$ cat config.mk
export PLATFORM = sky130hd
export DESIGN_NAME = dds_multichan_gen
export DESIGN_NICKNAME = d
export VERILOG_FILES = /design/src/rtl/dds_multichan_gen.sv
export SDC_FILE = /design/constraint.sdc
export NUM_CORES = 1
export LEC_CHECK = 0
export BUFFER_PORTS_ARGS = -buffer_cell sky130_fd_sc_hd__buf_2
export CAP_MARGIN = 40
export CELL_PAD_IN_SITES_DETAIL_PLACEMENT = 0
export CELL_PAD_IN_SITES_GLOBAL_PLACEMENT = 1
export CORE_MARGIN = 3
export CORE_UTILIZATION = 45
export CTS_CLUSTER_SIZE = 30
export DETAILED_ROUTE_END_ITERATION = 8
export GPL_TIMING_DRIVEN = 0
export PLACE_DENSITY_LB_ADDON = 0.1
export SYNTH_ARGS = -nofsm -noshare
export SYNTH_HDL_FRONTEND = slang
export SYNTH_HIERARCHICAL = 1
export SYNTH_SLANG_ARGS = --single-unit
$ cat constraint.sdc
create_clock -name Clk -period 4.9 [get_ports Clk]
set_input_delay 1.47 -clock Clk [delete_from_list [all_inputs] [get_ports Clk]]
set_output_delay 1.47 -clock Clk [all_outputs]
set_load 0.01 [all_outputs]
$ cat src/rtl/dds_multichan_gen.sv
// dds_multichan_gen: N-channel DDS source with key-stepped frequency/phase tables,
// computed waveforms, optional automatic frequency sweep and a global phase re-align.

module dds_debounce #(
   parameter int DEB_CYC = 1_000_000
) (
   input  logic Clk,
   input  logic Reset_n,
   input  logic Key,
   output logic Press
);
   localparam int CW = (DEB_CYC > 1) ? $clog2(DEB_CYC) : 1;

   logic [1:0]    sync_q;
   logic [1:0]    fill_q;
   logic          stable_q;
   logic          armed_q;
   logic [CW-1:0] cnt_q;

   // Events are armed only once a genuine released level has passed the synchroniser,
   // so a key held down across reset cannot fire when its stable state first drops.
   always_ff @(posedge Clk or negedge Reset_n) begin
      if (!Reset_n) begin
         sync_q   <= 2'b11;
         fill_q   <= 2'b00;
         stable_q <= 1'b1;
         armed_q  <= 1'b0;
         cnt_q    <= '0;
         Press    <= 1'b0;
      end else begin
         sync_q <= {sync_q[0], Key};
         fill_q <= {fill_q[0], 1'b1};
         Press  <= 1'b0;
         if (fill_q[1] && sync_q[1])
            armed_q <= 1'b1;
         if (sync_q[1] == stable_q) begin
            cnt_q <= '0;
         end else if (cnt_q == CW'(DEB_CYC - 1)) begin
            cnt_q    <= '0;
            stable_q <= sync_q[1];
            Press    <= armed_q & ~sync_q[1];
         end else begin
            cnt_q <= cnt_q + 1'b1;
         end
      end
   end
endmodule

module dds_multichan_gen #(
   parameter int CH          = 2,
   parameter int DW          = 14,
   parameter int AW          = 32,
   parameter int PW          = 12,
   parameter int CLK_HZ      = 50_000_000,
   parameter int DEB_CYC     = 1_000_000,
   parameter int SWEEP_DWELL = 5_000_000
) (
   input  logic             Clk,
   input  logic             Reset_n,
   input  logic [CH-1:0]    Key_freq,
   input  logic [CH-1:0]    Key_phase,
   input  logic [2*CH-1:0]  Wave_sel,
   input  logic [CH-1:0]    Sweep_en,
   input  logic             Phase_sync,
   output logic [CH*DW-1:0] Data,
   output logic             Data_valid,
   output logic [CH-1:0]    Dac_clk
);
   localparam int DWL_W = (SWEEP_DWELL > 1) ? $clog2(SWEEP_DWELL) : 1;

   function automatic logic [AW-1:0] fword_of(input int unsigned f);
      logic [AW+23:0] num;
      num = (AW+24)'(f) << AW;
      return AW'(num / (AW+24)'(CLK_HZ));
   endfunction

   // Tuning words are elaboration-time constants; only an 8-entry ROM is built.
   localparam logic [AW-1:0] FWORD [8] = '{
      fword_of(100),     fword_of(1_000),   fword_of(2_000),     fword_of(10_000),
      fword_of(20_000),  fword_of(100_000), fword_of(1_000_000), fword_of(5_000_000)
   };

   assign Dac_clk = {CH{Clk}};

   always_ff @(posedge Clk or negedge Reset_n) begin
      if (!Reset_n)
         Data_valid <= 1'b0;
      else
         Data_valid <= 1'b1;
   end

   for (genvar c = 0; c < CH; c++) begin : g_ch
      logic             freq_press;
      logic             phase_press;
      logic             expire;
      logic [2:0]       freq_idx;
      logic [2:0]       phase_idx;
      logic [DWL_W-1:0] dwell_q;
      logic [AW-1:0]    fword_q;
      logic [PW-1:0]    poff_q;
      logic [AW-1:0]    acc_q;
      logic [AW-1:0]    ph;
      logic [DW-1:0]    saw;
      logic [DW-1:0]    tri_lo;
      logic [DW-1:0]    wave_d;
      logic [DW-1:0]    data_q;

      dds_debounce #(.DEB_CYC(DEB_CYC)) u_deb_freq (
         .Clk     (Clk),
         .Reset_n (Reset_n),
         .Key     (Key_freq[c]),
         .Press   (freq_press)
      );

      dds_debounce #(.DEB_CYC(DEB_CYC)) u_deb_phase (
         .Clk     (Clk),
         .Reset_n (Reset_n),
         .Key     (Key_phase[c]),
         .Press   (phase_press)
      );

      assign expire = Sweep_en[c] && (dwell_q == DWL_W'(SWEEP_DWELL - 1));

      // A press and a dwell expiry in the same cycle still advance the index only once.
      always_ff @(posedge Clk or negedge Reset_n) begin
         if (!Reset_n) begin
            freq_idx  <= '0;
            phase_idx <= '0;
            dwell_q   <= '0;
         end else begin
            if (freq_press || expire)
               freq_idx <= freq_idx + 3'd1;
            if (phase_press)
               phase_idx <= phase_idx + 3'd1;
            if (!Sweep_en[c] || freq_press || expire)
               dwell_q <= '0;
            else
               dwell_q <= dwell_q + 1'b1;
         end
      end

      // Table changes never touch the accumulator, keeping frequency hops phase-continuous.
      always_ff @(posedge Clk or negedge Reset_n) begin
         if (!Reset_n) begin
            fword_q <= FWORD[0];
            poff_q  <= '0;
            acc_q   <= '0;
         end else begin
            fword_q <= FWORD[freq_idx];
            poff_q  <= PW'(phase_idx) << (PW - 3);
            if (Phase_sync)
               acc_q <= '0;
            else
               acc_q <= acc_q + fword_q;
         end
      end

      assign ph     = acc_q + (AW'(poff_q) << (AW - PW));
      assign saw    = DW'(ph >> (AW - DW));
      assign tri_lo = DW'(ph >> (AW - 1 - DW));

      always_comb begin
         wave_d = saw;
         case (Wave_sel[2*c +: 2])
            2'b00:   wave_d = saw;
            2'b01:   wave_d = ph[AW-1] ? ~tri_lo : tri_lo;
            2'b10:   wave_d = ph[AW-1] ? '0 : {DW{1'b1}};
            default: wave_d = DW'(1) << (DW - 1);
         endcase
      end

      always_ff @(posedge Clk or negedge Reset_n) begin
         if (!Reset_n)
            data_q <= '0;
         else
            data_q <= wave_d;
      end

      assign Data[DW*c +: DW] = data_q;
   end
endmodule

==> insert_results.sql, run 1 <==
INSERT INTO impl_metrics (metric_group, metric, value, unit) VALUES
('clock_network', 'clock_latency', '0.63', 'ns'),
('route', 'drt-total-wl', '31.40', 'mm'),
('setup_path', 'crit_path_max_fanout', '2', ''),
('grt', 'globalRoute.totalOverflow', '0', ''),
('setup_path', 'wp_data_required', '3.43', 'ns'),
('sta', 'hold_viol_final', '0', ''),
('floorplanning', 'design.die.area', '38050', 'µm²'),
('final_layout', 'post_route_cells_drive_above_1_share', '0.1225', ''),
('synth', 'synth-main-ff-cell', 'sky130_fd_sc_hd__dfrtp_1', ''),
('synth', 'synthesized_instance_count', '1521', ''),
('synth', 'ys_seq_area_frac', '0.4919', ''),
('setup_path', 'timing.setup.critical_path_class', 'clk -> out', ''),
('grt', 'grt_start_max_net_pins', '121', ''),
('synth', 'netlist-cell-type-count', '82', ''),
('flow_run', 'max_cap_viol_count', '0', ''),
('final_layout', 'nNetsFinal', '1704', ''),
('synth', 'synth_seq_cells', '315', ''),
('sta', 'setup-violations-final', '0', ''),
('grt', 'grt_pass1_wl', '54.88', 'mm'),
('power_and_ir_drop', 'power.total', '6.240', 'mW'),
('floorplanning', 'fp_rows', '68', ''),
('route', 'wl_per_cell', '15.04', 'µm'),
('sta', 'slew_headroom', '0.4433', ''),
('hold_path', 'hold_path.class', 'reg -> reg', ''),
('placement', 'placement.io_buffers', '40', ''),
('status', 'status', 'finished clean', ''),
('sta', 'grt_setup_unrepaired', 'false', ''),
('clock_network', 'clock_tree_from_tritoncts', 'built', ''),
('setup_path', 'critical_path.startpoint_type', 'clock port', ''),
('clock_network', 'post_cts.resized_instances', '0', ''),
('floorplanning', 'fp.coreArea', '34880', 'µm²'),
('grt', 'globalRouteTotalUtil', '0.1708', ''),
('setup_path', 'worst_ep_arrival_time', '2.95', 'ns'),
('route', 'drt.antenna.violating_nets', '0', ''),
('floorplanning', 'top_level_ports', '44', ''),
('synth', 'synth_top_cell_area_share', '0.4527', ''),
('synth', 'syn_avg_cell_area', '10.58', 'µm²'),
('synth', 'ys_async_sr_fraction', '1.000', ''),
('placement', 'place.gp.congestion', '0.8006', ''),
('synth', 'ys_top_cells_by_area', 'sky130_fd_sc_hd__dfrtp_1 (45%), sky130_fd_sc_hd__ha_1 (6.2%), sky130_fd_sc_hd__xor2_1 (5.5%)', ''),
('clock_network', 'post_cts.repair.setup_buffers', '0', ''),
('synth', 'post_synth_instance_area', '16090', 'µm²'),
('hold_path', 'min_path_cells', '0', ''),
('route', 'drc', '0', ''),
('final_layout', 'final_cells', '2088', ''),
('synth', 'synth_edf_count', '0', ''),
('route', 'detailroute.via_count', '10916', ''),
('synth', 'yosys_warnings', '6', ''),
('sta', 'worst_clock_skew', '0.01607', 'ns'),
('clock_network', 'holdBufCountCts', '0', ''),
('sta', 'worst_slew_pin_slew', '0.8290', 'ns'),
('power_and_ir_drop', 'irDropWorstVdd', '0.2776', 'mV'),
('sta', 'finalHoldWorstSlack', '0.3436', 'ns'),
('synth', 'mappedNetlistNets', '1618', ''),
('placement', 'dpl.hpwl', '21.65', 'mm'),
('sta', 'drv_slew', '0', ''),
('setup_path', 'kind_of_end_point_of_the_critical_path', 'primary output', ''),
('route', 'avg_vias_per_cell', '5.228', ''),
('power_and_ir_drop', 'power.static_leakage', '8.503', 'nW'),
('synth', 'post-synth-top-area-cell', 'sky130_fd_sc_hd__dfrtp_1', ''),
('synth', 'synth_most_common_cell', 'sky130_fd_sc_hd__dfrtp_1', ''),
('clock_network', 'post_cts_clock_slew_at_the_launch_and_capture_registers_of_the_worst_setup_and_hold_paths', '0.06', 'ns'),
('final_layout', 'area_delta_synth_final', '13.35', '%'),
('grt', 'via_count_of_the_first_global_routing_pass', '11157', ''),
('route', 'iteration_0_drc_count_of_the_detailed_router', '370', ''),
('route', 'first_pass_iters', '5', ''),
('placement', 'place_inst', '2019', ''),
('final_layout', 'num_antenna_cells', '0', ''),
('grt', 'antenna_found_initial', '0', ''),
('setup_path', 'r2r_cells', '11', ''),
('sta', 'fin_setup_tns', '0', 'ns'),
('floorplanning', 'die_width', '195.1', 'µm'),
('floorplanning', 'dieHeight', '195.1', 'µm'),
('power_and_ir_drop', 'power_density', '342.2', 'nW/µm²'),
('synth', 'netlist_top_cells_count', 'sky130_fd_sc_hd__dfrtp_1 (291), sky130_fd_sc_hd__nor2_1 (207), sky130_fd_sc_hd__xor2_1 (101)', ''),
('floorplanning', 'floorplan.initialDensity', '0.4612', '');
## path summary, 6_finish.rpt
kind / startpoint / end / slack (ns)
min in group asynchronous: Reset_n / g_ch[1].data_q[2]$_DFF_PN0_ / 0.83
max: Clk / Dac_clk[0] / 0.48
max in group asynchronous: Reset_n / g_ch[0].u_deb_freq/cnt_q[11]$_DFF_PN0_ / 2.57
min: g_ch[0].u_deb_freq/fill_q[0]$_DFF_PN0_ / g_ch[0].u_deb_freq/fill_q[1]$_DFF_PN0_ / 0.34
max reg2reg: g_ch[1].fword_q[0]$_DFF_PN1_ / g_ch[1].acc_q[28]$_DFF_PN0_ / 1.67
min reg2reg: g_ch[0].u_deb_freq/fill_q[0]$_DFF_PN0_ / g_ch[0].u_deb_freq/fill_q[1]$_DFF_PN0_ / 0.34
## power by group
part           leakage (nW)  switching (mW)  internal, mW
clock network         0.664            1.10          1.82
logic                  3.71           0.365         0.228
registers              4.13          0.0401          2.69
## worst max-delay path, stage by stage
cell	delay, ns
sky130_fd_sc_hd__clkbuf_16	0.12
sky130_fd_sc_hd__clkbuf_16	0.13
sky130_fd_sc_hd__buf_4	0.12
sky130_fd_sc_hd__buf_2	0.13
## routing by layer
| metal | GRT usage | vias to the layer above | share of wire |
|---|---|---|---|
| li1 | - | 5512 | - |
| met1 | 0.2373 | 5238 | 0.48 |
| met2 | 0.2735 | 116 | 0.46 |
| met4 | 0.05836 | 0 | 0.027 |
| met5 | 0 | - | 0 |
| met3 | 0.02812 | 50 | 0.028 |
## layout make-up
class / count / area [µm²]
repair buffers: 41 / 262.8
multi-input cells: 1130 / 7863
clock inverters: 17 / 167.7
fillers: 3197 / 16650
flip-flops and latches: 315 / 7913
clock buffers: 54 / 1147
well taps: 455 / 569.3
plain buffers: 43 / 187.7
inverters: 33 / 123.9
## through the flow
stage               setup WS [ns]  utilization  instance area (µm²)
floorplan                  0.8609            -                16090
finish                     0.4840       0.5227                18230
global route               0.4678       0.5227                18230
global placement           -3.721       0.4832                16860
CTS                        0.4768       0.5227                18230
detailed placement         0.7536       0.4853                16930
## registers in the layout, indices dropped and copies added (netlist names), 6 cells and up
signal / cells
g_ch.acc_q: 64
g_ch.fword_q: 50
g_ch.dwell_q: 46
g_ch.u_deb_freq/cnt_q: 40
g_ch.u_deb_phase/cnt_q: 40
g_ch.data_q: 28
g_ch.freq_idx: 6
g_ch.phase_idx: 6
g_ch.poff_q: 6
## kinds of logic (layout without fill, tap and decap cells)
logic type / count (synthesis) / count (layout) / share of synthesized area
simple gates: 574 / 574 / 0.1865
flops: 315 / 315 / 0.4919
compound gates: 244 / 244 / 0.1062
xor+xnor: 174 / 174 / 0.09473
fa+ha+maj: 84 / 84 / 0.06720
buf+inv: 76 / 188 / 0.01937
mux: 49 / 49 / 0.03298
other cells: 5 / 5 / 0.001167
## layout by cell type (no fill, tap or decap), drive strengths merged, types with 9 or more instances in the layout
| cell type | n |
|---|---|
| dfstp | 24 |
| nand4 | 34 |
| ha | 80 |
| nand2 | 91 |
| and2 | 16 |
| clkinv | 12 |
| mux2i | 32 |
| a21oi | 64 |
| nor4 | 19 |
| and4 | 15 |
| a21o | 32 |
| inv | 32 |
| o31ai | 14 |
| xnor2 | 73 |
| buf | 57 |
| clkbuf | 81 |
| and3 | 39 |
| nor3 | 27 |
| dfrtp | 291 |
| a211oi | 9 |
| o21bai | 10 |
| nand3 | 58 |
| nor2 | 207 |
| or3 | 11 |
| nor2b | 22 |
| xor2 | 101 |
| or4 | 12 |
| o21ai | 62 |
| mux2 | 17 |
(Power assumes the default switching activity.)
==> run 2, diff against run 1 <==
Settings changed: ABC_AREA set to 1, CORE_UTILIZATION 45 to 43.
Clock period 4.9 ns to 3.6 ns, I/O delays scaled along.
==> run 2 against run 1 <==
Net effect:
- first-iteration DRC count rose to 2.5 times the previous value
- count of clock-buffer cells in the layout up 3
- via count up 39%
- largest cell class is now multi-input gates
- largest power group unchanged
- highest routed layer unchanged
==> insert_results.sql, run 2 <==
INSERT INTO impl_metrics (metric_group, metric, value, unit) VALUES
('final_layout', 'num_antenna_cells', '0', ''),
('final_layout', 'final_common_cell', 'sky130_fd_sc_hd__nand2_1', ''),
('placement', 'dpl.hpwl', '33.59', 'mm'),
('power_and_ir_drop', 'cellInternalPower', '6.780', 'mW'),
('sta', 'worst_clock_skew', '0.01437', 'ns'),
('sta', 'hold_viol_final', '0', ''),
('setup_path', 'worst_ep_arrival_time', '2.30', 'ns'),
('floorplanning', 'dieHeight', '213.1', 'µm'),
('grt', 'via_count_of_the_first_global_routing_pass', '14885', ''),
('route', 'drc', '0', ''),
('setup_path', 'critical_path.max_stage_delay', '0.13', 'ns'),
('power_and_ir_drop', 'clkPwrFrac', '0.495', ''),
('synth', 'yosys_warnings', '6', ''),
('grt', 'antenna_found_initial', '0', ''),
('route', 'drt-total-wl', '44.35', 'mm'),
('floorplanning', 'fp.coreArea', '42130', 'µm²'),
('route', 'wl_per_cell', '14.20', 'µm'),
('clock_network', 'clock_latency', '0.66', 'ns'),
('synth', 'synth-main-ff-cell', 'sky130_fd_sc_hd__dfrtp_1', ''),
('grt', 'grt_start_max_net_pins', '119', ''),
('synth', 'synthesized_instance_count', '2467', ''),
('synth', 'syn_avg_cell_area', '7.475', 'µm²'),
('power_and_ir_drop', 'power.total', '9.049', 'mW'),
('sta', 'grt_setup_unrepaired', 'false', ''),
('setup_path', 'critical_path.startpoint_type', 'clock port', ''),
('final_layout', 'top_regs', 'g_ch.acc_q (64), g_ch.fword_q (50), g_ch.dwell_q (46)', ''),
('setup_path', 'critPathMostFrequentCell', 'sky130_fd_sc_hd__clkbuf_16', ''),
('power_and_ir_drop', 'p_sw_frac', '0.2507', ''),
('power_and_ir_drop', 'power.combinational.fraction', '0.095', ''),
('synth', 'ys_top_cells_by_area', 'sky130_fd_sc_hd__dfrtp_1 (39%), sky130_fd_sc_hd__nand2_1 (14%), sky130_fd_sc_hd__inv_1 (7.7%)', ''),
('setup_path', 'critical_path.n_buffers_inverters', '4', ''),
('final_layout', 'nNetsFinal', '2654', ''),
('floorplanning', 'design.die.area', '45410', 'µm²'),
('sta', 'fin_setup_tns', '0', 'ns'),
('route', 'drt.antenna.violating_nets', '0', ''),
('synth', 'synth_edf_count', '0', ''),
('final_layout', 'post_route_cells_drive_above_1_share', '0.1056', ''),
('hold_path', 'hold_path.class', 'in -> async', ''),
('final_layout', 'largest-register', 'g_ch.acc_q', ''),
('power_and_ir_drop', 'power_density', '433.2', 'nW/µm²'),
('placement', 'placement.io_buffers', '42', ''),
('floorplanning', 'floorplan.initialDensity', '0.4377', ''),
('route', 'first_pass_iters', '7', ''),
('final_layout', 'largest_register_ffs', '64', ''),
('synth', 'post-synth-top-area-cell', 'sky130_fd_sc_hd__dfrtp_1', ''),
('final_layout', 'layout_common_cells', 'sky130_fd_sc_hd__nand2_1 (673), sky130_fd_sc_hd__inv_1 (378), sky130_fd_sc_hd__nor2_1 (328)', ''),
('flow_run', 'max_cap_viol_count', '0', ''),
('floorplanning', 'fp_rows', '75', ''),
('synth', 'netlist-cell-type-count', '46', ''),
('final_layout', 'area_delta_synth_final', '13.26', '%'),
('floorplanning', 'top_level_ports', '44', ''),
('synth', 'netlist_top_cells_count', 'sky130_fd_sc_hd__nand2_1 (673), sky130_fd_sc_hd__inv_1 (378), sky130_fd_sc_hd__nor2_1 (328)', ''),
('setup_path', 'cell_breakdown_of_the_critical_path', 'clkbuf_16, clkbuf_16, buf_4, buf_2', ''),
('power_and_ir_drop', 'power.sequential.fraction', '0.410', ''),
('sta', 'setup-violations-final', '0', ''),
('clock_network', 'holdBufCountCts', '0', ''),
('setup_path', 'kind_of_end_point_of_the_critical_path', 'primary output', ''),
('floorplanning', 'die_width', '213.1', 'µm'),
('route', 'detailroute.via_count', '15130', ''),
('synth', 'synth_top_cell_area_share', '0.3949', ''),
('clock_network', 'post_cts.repair.setup_buffers', '0', ''),
('sta', 'drv_slew', '0', ''),
('power_and_ir_drop', 'power.static_leakage', '10.57', 'nW'),
('power_and_ir_drop', 'irDropWorstVdd', '0.5763', 'mV'),
('setup_path', 'wp_data_required', '2.52', 'ns'),
('status', 'status', 'finished clean', ''),
('route', 'iteration_0_drc_count_of_the_detailed_router', '925', ''),
('synth', 'synth_seq_cells', '315', ''),
('placement', 'place.gp.congestion', '0.8582', ''),
('sta', 'worst_slew_pin_slew', '0.7431', 'ns'),
('grt', 'globalRouteTotalUtil', '0.2040', ''),
('setup_path', 'timing.critical_path.max_delay_family', 'buffers and inverters', ''),
('grt', 'globalRoute.totalOverflow', '0', ''),
('synth', 'mappedNetlistNets', '2564', ''),
('synth', 'ys_seq_area_frac', '0.4291', ''),
('grt', 'grt_pass1_wl', '74.99', 'mm'),
('setup_path', 'crit_path_max_fanout', '2', ''),
('power_and_ir_drop', 'switching_power', '2.269', 'mW'),
('setup_path', 'timing.setup.critical_path_class', 'clk -> out', ''),
('route', 'avg_vias_per_cell', '4.843', ''),
('clock_network', 'post_cts.resized_instances', '0', ''),
('setup_path', 'critPathSlowestCell', 'sky130_fd_sc_hd__clkbuf_16', ''),
('synth', 'ys_async_sr_fraction', '1.000', ''),
('clock_network', 'post_cts_clock_slew_at_the_launch_and_capture_registers_of_the_worst_setup_and_hold_paths', '0.06', 'ns'),
('sta', 'slew_headroom', '0.5046', ''),
('clock_network', 'clock_tree_from_tritoncts', 'built', ''),
('synth', 'synth_most_common_cell', 'sky130_fd_sc_hd__nand2_1', ''),
('synth', 'post_synth_instance_area', '18440', 'µm²');
## run 2: cell types whose count changed in the layout (fill, tap and decap cells not counted), moves of 31 or more
cell	previous run	this run
sky130_fd_sc_hd__nand2_1	91	673
sky130_fd_sc_hd__inv_1	32	378
sky130_fd_sc_hd__nor2_1	207	328
sky130_fd_sc_hd__nand3_1	54	156
sky130_fd_sc_hd__xnor2_1	73	19
sky130_fd_sc_hd__xor2_1	101	55
sky130_fd_sc_hd__nor2_2	0	44
sky130_fd_sc_hd__and3_1	35	2
sky130_fd_sc_hd__mux2i_1	32	1
## run 2: worst register-to-register path, cell delays in order (launching register included)
cell	delay [ns]
sky130_fd_sc_hd__dfstp_2	0.52
sky130_fd_sc_hd__ha_1	0.20
sky130_fd_sc_hd__inv_1	0.07
sky130_fd_sc_hd__fa_1	0.41
sky130_fd_sc_hd__inv_1	0.13
sky130_fd_sc_hd__nand3_1	0.08
sky130_fd_sc_hd__nand3_1	0.21
sky130_fd_sc_hd__nand3_1	0.12
sky130_fd_sc_hd__nand3_1	0.21
sky130_fd_sc_hd__nand2_1	0.14
sky130_fd_sc_hd__a21oi_1	0.16
sky130_fd_sc_hd__nor2_1	0.06
## run 2: path summary, 6_finish.rpt
check	start	to	slack, ns	cells after the start
max	Clk	Dac_clk[1]	0.22	4
min	Reset_n	g_ch[0].data_q[3]$_DFF_PN0_	0.34	1
max reg2reg	g_ch[1].fword_q[0]$_DFF_PN1_	g_ch[1].acc_q[28]$_DFF_PN0_	1.18	11
min reg2reg	g_ch[1].u_deb_phase/fill_q[0]$_DFF_PN0_	g_ch[1].u_deb_phase/fill_q[1]$_DFF_PN0_	0.35	0
max in group asynchronous	Reset_n	g_ch[0].u_deb_freq/sync_q[0]$_DFF_PN1_	2.11	3
min in group Clk	g_ch[1].u_deb_phase/fill_q[0]$_DFF_PN0_	g_ch[1].u_deb_phase/fill_q[1]$_DFF_PN0_	0.35	0
## run 2: area by class of cell
class | count | area (µm²)
clock inverter | 18 | 277.8
timing repair buffer | 43 | 292.8
tap | 539 | 674.4
sequential | 315 | 7913
inverter | 386 | 1449
multi-input combinational | 1741 | 8955
clock buffer | 57 | 1201
buffer | 25 | 125.1
fill | 4198 | 21250
## run 2: stage by stage
| step | std cells | worst slack (ns) | area, µm² | hold WS [ns] | utilization |
|---|---|---|---|---|---|
| 2_1_floorplan | 2467 | 0.6009 | 18440 | 0.3312 | - |
| 3_3_place_gp | 3048 | -4.809 | 19330 | 0.3313 | 0.4587 |
| 3_5_place_dp | 3051 | 0.4936 | 19420 | 0.3370 | 0.4609 |
| 4_1_cts | 3124 | 0.2151 | 20890 | 0.3230 | 0.4957 |
| 5_1_grt | 3124 | 0.2030 | 20890 | 0.3523 | 0.4957 |
| 6_report | 3124 | 0.2221 | 20890 | 0.3395 | 0.4957 |
## run 2: cell families (layout without fill, tap and decap cells)
kind of cell,after synthesis,in the layout,share of synthesized area
and+or+nand+nor,1376,1376,0.3291
buffers and inverters,411,529,0.08535
AOI/OAI and AO/OA,195,195,0.05638
xor gates and xnor gates,78,78,0.03867
muxes,3,3,0.001764
DFF,315,315,0.4291
other,5,5,0.001018
adders and majority gates,84,84,0.05862
## run 2: power groups by stage
stage                     combinational [mW]  clock, mW  sequential (mW)
after global routing                    1.00       4.77             3.72
after global placement                 0.848     0.0634             3.77
after detailed placement               0.870     0.0634             3.77
after CTS                              0.874       4.63             3.71
final                                  0.863       4.48             3.71
after floorplan                        0.557     0.0458             3.77
## run 2: layer usage
layer  wire length [µm]  global-route usage  part of all wire  up-vias
met2              19890              0.3241              0.45      205
met3               1499             0.02850             0.034       75
met5                  0                   0                 0        -
met1              21710              0.2865              0.49     6968
met4               1249             0.07112             0.028        0
li1                   -                   -                 -     7882
